<file path="src/rtl/cam_pkg.sv">
// Shared definitions for the synthetic camera transmitter.
//   pattern_e : test pattern codes selected by pattern_sel
//   state_e   : frame sequencing states
//   bar_color : RGB565 colour of each of the eight colour bars
package cam_pkg;

   typedef enum logic [1:0] {
      PAT_SOLID = 2'd0,
      PAT_BARS  = 2'd1,
      PAT_GRAD  = 2'd2,
      PAT_CHECK = 2'd3
   } pattern_e;

   typedef enum logic [2:0] {
      ST_IDLE   = 3'd0,
      ST_VSYNC  = 3'd1,
      ST_VBACK  = 3'd2,
      ST_ACTIVE = 3'd3,
      ST_VFRONT = 3'd4
   } state_e;

   localparam int unsigned BAR_COUNT = 8;

   // White, yellow, cyan, green, magenta, red, blue, black
   function automatic logic [15:0] bar_color(input logic [2:0] idx);
      logic [15:0] c;
      case (idx)
         3'd0:    c = 16'hFFFF;
         3'd1:    c = 16'hFFE0;
         3'd2:    c = 16'h07FF;
         3'd3:    c = 16'h07E0;
         3'd4:    c = 16'hF81F;
         3'd5:    c = 16'hF800;
         3'd6:    c = 16'h001F;
         default: c = 16'h0000;
      endcase
      return c;
   endfunction

endpackage

</file>
<file path="src/rtl/cam_pattern_pixel.sv">
// Combinational test-pattern generator: pixel position and pattern -> RGB565.
//   x_hi        : pixel column bits [5:1]
//   y           : active line bits [5:0]
//   bar_idx     : colour bar index maintained by the caller's bar counter
//   pattern     : selected pattern
//   solid_color : colour for the solid pattern
//   pixel_c     : RGB565 result
module cam_pattern_pixel
   import cam_pkg::*;
(
   input  logic [5:1]  x_hi,
   input  logic [5:0]  y,
   input  logic [2:0]  bar_idx,
   input  pattern_e    pattern,
   input  logic [15:0] solid_color,
   output logic [15:0] pixel_c
);

   // Pattern select
   always_comb begin
      pixel_c = 16'h0000;
      case (pattern)
         PAT_SOLID: pixel_c = solid_color;
         PAT_BARS:  pixel_c = bar_color(bar_idx);
         PAT_GRAD:  pixel_c = {x_hi, y, 5'b00000};
         PAT_CHECK: pixel_c = (x_hi[3] ^ y[3]) ? 16'hFFFF : 16'h0000;
         default:   pixel_c = 16'h0000;
      endcase
   end

endmodule

</file>
<file path="src/rtl/cam_stream_gen.sv">
// Synthetic OV7670-style camera transmitter: VSYNC/HREF framing plus a
// byte-serial RGB565 stream (high byte first) from an internal test pattern.
//   CLK, RST_N  : byte clock, asynchronous active-low reset
//   enable      : permit frames to start (sampled only between frames)
//   pattern_sel : 0 solid, 1 colour bars, 2 gradient, 3 checkerboard
//   solid_color : RGB565 colour for the solid pattern
//   VSYNC       : frame sync, active high
//   HREF        : high during the active bytes of a line
//   data_out    : pixel byte, zero whenever HREF is low
//   frame_done  : one-cycle pulse on the last cycle of a frame
module cam_stream_gen
   import cam_pkg::*;
#(
   parameter int unsigned H_ACTIVE    = 176,
   parameter int unsigned V_ACTIVE    = 144,
   parameter int unsigned H_BLANK     = 16,
   parameter int unsigned VSYNC_LINES = 3,
   parameter int unsigned V_BACK      = 10,
   parameter int unsigned V_FRONT     = 4
)(
   input  logic        CLK,
   input  logic        RST_N,
   input  logic        enable,
   input  logic [1:0]  pattern_sel,
   input  logic [15:0] solid_color,
   output logic        VSYNC,
   output logic        HREF,
   output logic [7:0]  data_out,
   output logic        frame_done
);

   localparam int unsigned LINE    = 2 * H_ACTIVE + H_BLANK;
   localparam int unsigned ACT_B   = 2 * H_ACTIVE;
   localparam int unsigned C_W     = $clog2(LINE);
   localparam int unsigned MAX_A   = (VSYNC_LINES > V_BACK) ? VSYNC_LINES : V_BACK;
   localparam int unsigned MAX_B   = (V_ACTIVE > V_FRONT) ? V_ACTIVE : V_FRONT;
   localparam int unsigned MAX_L   = (MAX_A > MAX_B) ? MAX_A : MAX_B;
   localparam int unsigned L_W     = $clog2(MAX_L + 1);
   localparam int unsigned BAR_W   = H_ACTIVE / BAR_COUNT;
   localparam int unsigned BW_W    = $clog2(BAR_W + 1);

   state_e            state_q, state_n;
   logic [C_W-1:0]    col_q, col_n;
   logic [L_W-1:0]    line_q, line_n;
   logic [BW_W-1:0]   bar_px_q, bar_px_n;
   logic [2:0]        bar_idx_q, bar_idx_n;
   pattern_e          pat_q, pat_n;
   logic [15:0]       color_q, color_n;

   logic              col_last_c;
   logic              line_last_c;
   logic              frame_end_c;
   logic              vsync_n, href_n, done_n;
   logic [7:0]        data_n;
   logic [15:0]       pixel_c;

   function automatic int unsigned lines_of(input state_e st);
      int unsigned n;
      case (st)
         ST_VSYNC:  n = VSYNC_LINES;
         ST_VBACK:  n = V_BACK;
         ST_ACTIVE: n = V_ACTIVE;
         ST_VFRONT: n = V_FRONT;
         default:   n = 1;
      endcase
      return n;
   endfunction

   // True on the final cycle of a frame (last column of the last non-empty state)
   function automatic logic is_frame_end(input state_e st, input logic [C_W-1:0] col,
                                         input logic [L_W-1:0] ln);
      return (col == C_W'(LINE - 1)) && (ln == L_W'(lines_of(st) - 1)) &&
             ((st == ST_VFRONT) || ((st == ST_ACTIVE) && (V_FRONT == 0)));
   endfunction

   // State, counter and output registers
   always_ff @(posedge CLK or negedge RST_N) begin
      if (!RST_N) begin
         state_q    <= ST_IDLE;
         col_q      <= '0;
         line_q     <= '0;
         bar_px_q   <= '0;
         bar_idx_q  <= '0;
         pat_q      <= PAT_SOLID;
         color_q    <= 16'h0000;
         VSYNC      <= 1'b0;
         HREF       <= 1'b0;
         data_out   <= 8'h00;
         frame_done <= 1'b0;
      end else begin
         state_q    <= state_n;
         col_q      <= col_n;
         line_q     <= line_n;
         bar_px_q   <= bar_px_n;
         bar_idx_q  <= bar_idx_n;
         pat_q      <= pat_n;
         color_q    <= color_n;
         VSYNC      <= vsync_n;
         HREF       <= href_n;
         data_out   <= data_n;
         frame_done <= done_n;
      end
   end

   // Next-state and counter sequencing
   always_comb begin
      state_n     = state_q;
      col_n       = col_q;
      line_n      = line_q;
      pat_n       = pat_q;
      color_n     = color_q;
      col_last_c  = (col_q == C_W'(LINE - 1));
      line_last_c = (line_q == L_W'(lines_of(state_q) - 1));
      frame_end_c = is_frame_end(state_q, col_q, line_q);

      if (state_q == ST_IDLE || frame_end_c) begin
         if (enable) begin
            state_n = ST_VSYNC;
            col_n   = '0;
            line_n  = '0;
            pat_n   = pattern_e'(pattern_sel);
            color_n = solid_color;
         end else begin
            state_n = ST_IDLE;
            col_n   = '0;
            line_n  = '0;
         end
      end else begin
         col_n = col_last_c ? '0 : col_q + C_W'(1);
         if (col_last_c) begin
            if (line_last_c) begin
               line_n = '0;
               case (state_q)
                  ST_VSYNC:  state_n = (V_BACK != 0) ? ST_VBACK : ST_ACTIVE;
                  ST_VBACK:  state_n = ST_ACTIVE;
                  ST_ACTIVE: state_n = ST_VFRONT;
                  default:   state_n = ST_IDLE;
               endcase
            end else begin
               line_n = line_q + L_W'(1);
            end
         end
      end
   end

   // Bar counter tracks col_n: advances once per pixel, no divide by BAR_W
   always_comb begin
      bar_px_n  = bar_px_q;
      bar_idx_n = bar_idx_q;
      if (col_n == '0) begin
         bar_px_n  = '0;
         bar_idx_n = '0;
      end else if (!col_n[0] && (col_n < C_W'(ACT_B))) begin
         if (bar_px_q == BW_W'(BAR_W - 1)) begin
            bar_px_n  = '0;
            bar_idx_n = bar_idx_q + 3'd1;
         end else begin
            bar_px_n = bar_px_q + BW_W'(1);
         end
      end
   end

   cam_pattern_pixel u_pixel (
      .x_hi        (5'(col_n >> 2)),
      .y           (6'(line_n)),
      .bar_idx     (bar_idx_n),
      .pattern     (pat_n),
      .solid_color (color_n),
      .pixel_c     (pixel_c)
   );

   // Outputs are decoded from the next-state values so they align with the registers
   always_comb begin
      vsync_n = (state_n == ST_VSYNC);
      href_n  = (state_n == ST_ACTIVE) && (col_n < C_W'(ACT_B));
      data_n  = 8'h00;
      if (href_n) begin
         data_n = col_n[0] ? pixel_c[7:0] : pixel_c[15:8];
      end
      done_n  = is_frame_end(state_n, col_n, line_n);
   end

endmodule
</file>
<file path="config.mk">
export PLATFORM = sky130hd
export DESIGN_NAME = cam_stream_gen
export DESIGN_NICKNAME = d
export VERILOG_FILES = /design/src/rtl/cam_pkg.sv /design/src/rtl/cam_pattern_pixel.sv /design/src/rtl/cam_stream_gen.sv
export SDC_FILE = /design/constraint.sdc
export NUM_CORES = 1
export LEC_CHECK = 0
export ABC_AREA = 1
export BUFFER_PORTS_ARGS = -buffer_cell sky130_fd_sc_hd__buf_2
export CORE_ASPECT_RATIO = 1.5
export CORE_UTILIZATION = 45
export DETAILED_ROUTE_END_ITERATION = 8
export HOLD_SLACK_MARGIN = 0.05
export PLACE_DENSITY_LB_ADDON = 0.05
export SETUP_SLACK_MARGIN = 0.05
export SYNTH_ARGS = -nofsm -noshare
export SYNTH_HDL_FRONTEND = slang
export SYNTH_SLANG_ARGS = --single-unit
</file>
<file path="constraint.sdc">
create_clock -name CLK -period 6.4 [get_ports CLK]
set_input_delay 0.32 -clock CLK [delete_from_list [all_inputs] [get_ports CLK]]
set_output_delay 0.32 -clock CLK [all_outputs]
set_load 0.02 [all_outputs]
</file>
==> metrics.md <==
| Metric | Value |
|---|---|
| Run status | finished clean |
| CTS clk-pin slew, worst paths | about 0.050 ns |
| Worst path max stage delay | roughly 0.46 ns |
| CTS sink cnt | 57 |
| Ys async rst share | 100% |
| Seq/Total Area, Yosys | 40.8% |
| Most numerous cell in the Yosys netlist | nand2_1 |
| DRT Pass-1 Iters | 4 |
| Initial antenna violation count | 0 |
| H-tree depth | 3 |
| Delay-heaviest family, CP | simple AND/OR/NAND/NOR gates |
| GR Layer Usage met2 | between 30% and 40% |
| Post-CTS Setup Repair Bufs | 0 |
| Vias in the first global route | a little under 3000 |
| Pre-CTS setup slack | around 2.7 ns |
| Fin. max-slew vios | 0 |
| Die W | 73.9 um |
| Endpoints failing hold | 0 |
| Slowest CP cell | dfrtp_1 |
| CP Cell Sequence | inv_2 -> nor2_2 -> nand2_1 -> nand2_1 -> inv_1 -> ha_1 -> inv_1 -> nand2_1 -> nand3_1 -> nor2_1 -> nand3_1 -> nor2_1 -> nand3_4 -> nand2_4 -> nand3_4 -> nand4_1 -> inv_1 -> nor2_1 -> inv_1 -> ha_1 -> xor2_1 -> nor3_1 -> nand3b_1 -> nor2_1 |
| Worst R2R End | frame_done |
| Crit path arrival time | around 4.0 ns |
| Routed vias/inst | around 4.9 |
| Maximum buffer depth of the clock tree | 2 |
| Reg2reg path depth | 24 |
| Share of the synthesized area in the top cell type | just over 40% |
| DP HPWL | ~6100 um |
| WL/cell | around 13 um |
| DRC | 0 |
| First-pass GRT wire length | 13500 um |
| Core Rows | 39 |
| DR iter-0 viols | approximately 140 |
| CP startpoint kind | register |
| Unrepaired setup endpoints after global routing | false |
| Minimum clock period | roughly 3.7 ns |
| Area leader, netlist | dfrtp_1 |
| Max Clock Skew | 0.00787 ns |
| Yosys cell types | 35 |
| Class of the worst hold path | in2async |
| FF-to-FF Start | state_q[1] |
| Relative slew slack | between 50 and 60% |
| Core box area | 7560 sq um |
| Critical path fanouts, max | 24 |
| Met1 global-route usage | approximately a quarter |
| Top post-synthesis cells by area | dfrtp_1 (41%), nand2_1 (15%), nand3_1 (7.7%) |
| Worst EP required | 6.66 ns |
| Area grow syn2layout | 15.8% |
| Initial Utilization | 46.2% |
| Critical path type | reg2reg |
| Worst setup EP type | register |
| Clk Latency, worst-skew pair | roughly 0.33 ns |
| Vias post-DR | approximately 3000 |
| Die area | around 8100 sq um |
| Flop2flop setup slack | around 2.7 ns |
| Syn Inst Count | 467 |
| Commonest cells in the netlist | nand2_1 (139), dfrtp_1 (57), inv_1 (55) |
| CTS tree | yes |
| Mean Syn Cell Area | 7.48 sq um |
| P per Cell Area | between 200 and 250 nW/um^2 |
| Nets@finish | 530 |
| GRT Util Overall | 22.8% |
| Total Wirelength | about 8000 um |
| Met3 global-route usage | under 10% |
| Syn Nets | between 400 and 500 |
| Synthesized area | 3490 sq um |
| I/O Pins | 32 |
| CP Buf/Inv Count | 5 |
| PnR worst setup slack | roughly 2.7 ns |
| Layout cells sized above 1 | between 10% and 20% |
| EDFF count, synth | 0 |
| Clk root buf | clkbuf_16 |
| Finished Core Util | 53.5% |
| TNS Setup | 0 ns |
| Peak supply drop | between 0.15 and 0.2 mV |
| ANT cells | 0 |
| Port Buf Inserts | 31 |
| FMAX | ~270 MHz |
| Chip height | around 110 um |
| Worst slew pin tran | ~0.72 ns |
| TritonCTS buffer count | 9 |
| Post-cts sizing count | 0 |
| Seq cells post-synth | 57 |
| GR peak layer | met2 |
| Routability Congestion | between 0.8 and 0.9 |
| Most used DFF post-synth | dfrtp_1 |
| Hold buffer count at CTS | 0 |
| Grt ovf | 0 |
| Ratio of final minimum period to clock period | 57.8% |
| Final Setup Violations | 0 |
| Overall power | about 0.87 mW |
| Max-cap violation count | 0 |
| DRT antenna net count | 0 |
| Pleak | around 2.3 nW |
| Ys Warns | 0 |
| Largest net degree at the start of global routing | 58 |
## area by class of cell
type                       count  area [sq um]
clock buffer                  13           280
clock inverter                 2          35.0
fill                         748          3520
inverter                      66           250
multi-input combinational    336          1760
sequential                    57          1430
tap                          102           128
timing repair buffer          32           163
## per-stage QoR
stage                     instance area [sq um]  hold WS [ns]  instances
after CTS                                  4040         0.156        608
after floorplan                            3490        0.0244        467
after global routing                       4040         0.202        608
final                                      4040         0.130        608
after global placement                     3730         0.456        593
after detailed placement                   3730         0.460        593
## cell families after synthesis
logic type | Yosys count | synth area share, %
flip-flops | 57 | 40.8
AND/OR/NAND/NOR | 275 | 37.2
XOR/XNOR | 15 | 3.76
adder cells (fa/ha/maj) | 7 | 2.51
AO/OA/AOI/OAI | 39 | 7.02
buffers and inverters | 74 | 8.71
## how the worst max path moves through the flow
stage	endpoint	depth (start not counted)	startpoint	slack [ns]
6_report	frame_done	24	state_q[1]	2.70
5_1_grt	frame_done	24	state_q[1]	2.32
4_1_cts	frame_done	24	state_q[1]	2.69
3_5_place_dp	frame_done	24	state_q[1]	2.71
3_3_place_gp	frame_done	22	state_q[1]	2.76
2_1_floorplan	frame_done	23	state_q[1]	3.18
## cells in the final DEF, fill, tap and decap left out, types with 2 or more instances in the layout
cell type	count
nand2_1	139
dfrtp_1	57
inv_1	55
nand3_1	54
nor2_1	33
buf_2	31
o21ai_0	15
a21oi_1	14
nand2_2	13
xor2_1	12
inv_2	9
clkbuf_16	9
nor3_1	7
ha_1	7
nor2_2	5
nand3_2	5
nand4_1	5
nand2_4	4
clkbuf_8	4
a31oi_1	3
xnor2_1	3
o21ai_4	3
nor2_4	2
nand3_4	2
nor4_1	2
nand3b_1	2
## state kept, by name, summed over array words and instances (netlist names)
| register | count |
|---|---|
| HREF | 1 |
| VSYNC | 1 |
| bar_idx_q | 3 |
| bar_px_q | 5 |
| col_q | 9 |
| color_q | 16 |
| data_out | 8 |
| frame_done | 1 |
| line_q | 8 |
| pat_q | 2 |
| state_q | 3 |
## metal layers
| layer | routed length [um] | share of wire [%] | up-vias |
|---|---|---|---|
| li1 | - | - | 1552 |
| met1 | 3420 | 43 | 1379 |
| met2 | 4150 | 52 | 51 |
| met3 | 228 | 2.8 | 16 |
| met4 | 227 | 2.8 | 0 |
| met5 | 0 | 0 | - |
## power by group
group / internal [mW] / switching (mW) / total (mW)
registers: 0.361 / 0 / 0.361
clock network: 0.340 / 0.155 / 0.495
logic: 0.00469 / 0.00905 / 0.0137
total: 0.706 / 0.164 / 0.870
No activity file was read; power rests on OpenSTA's default activity.
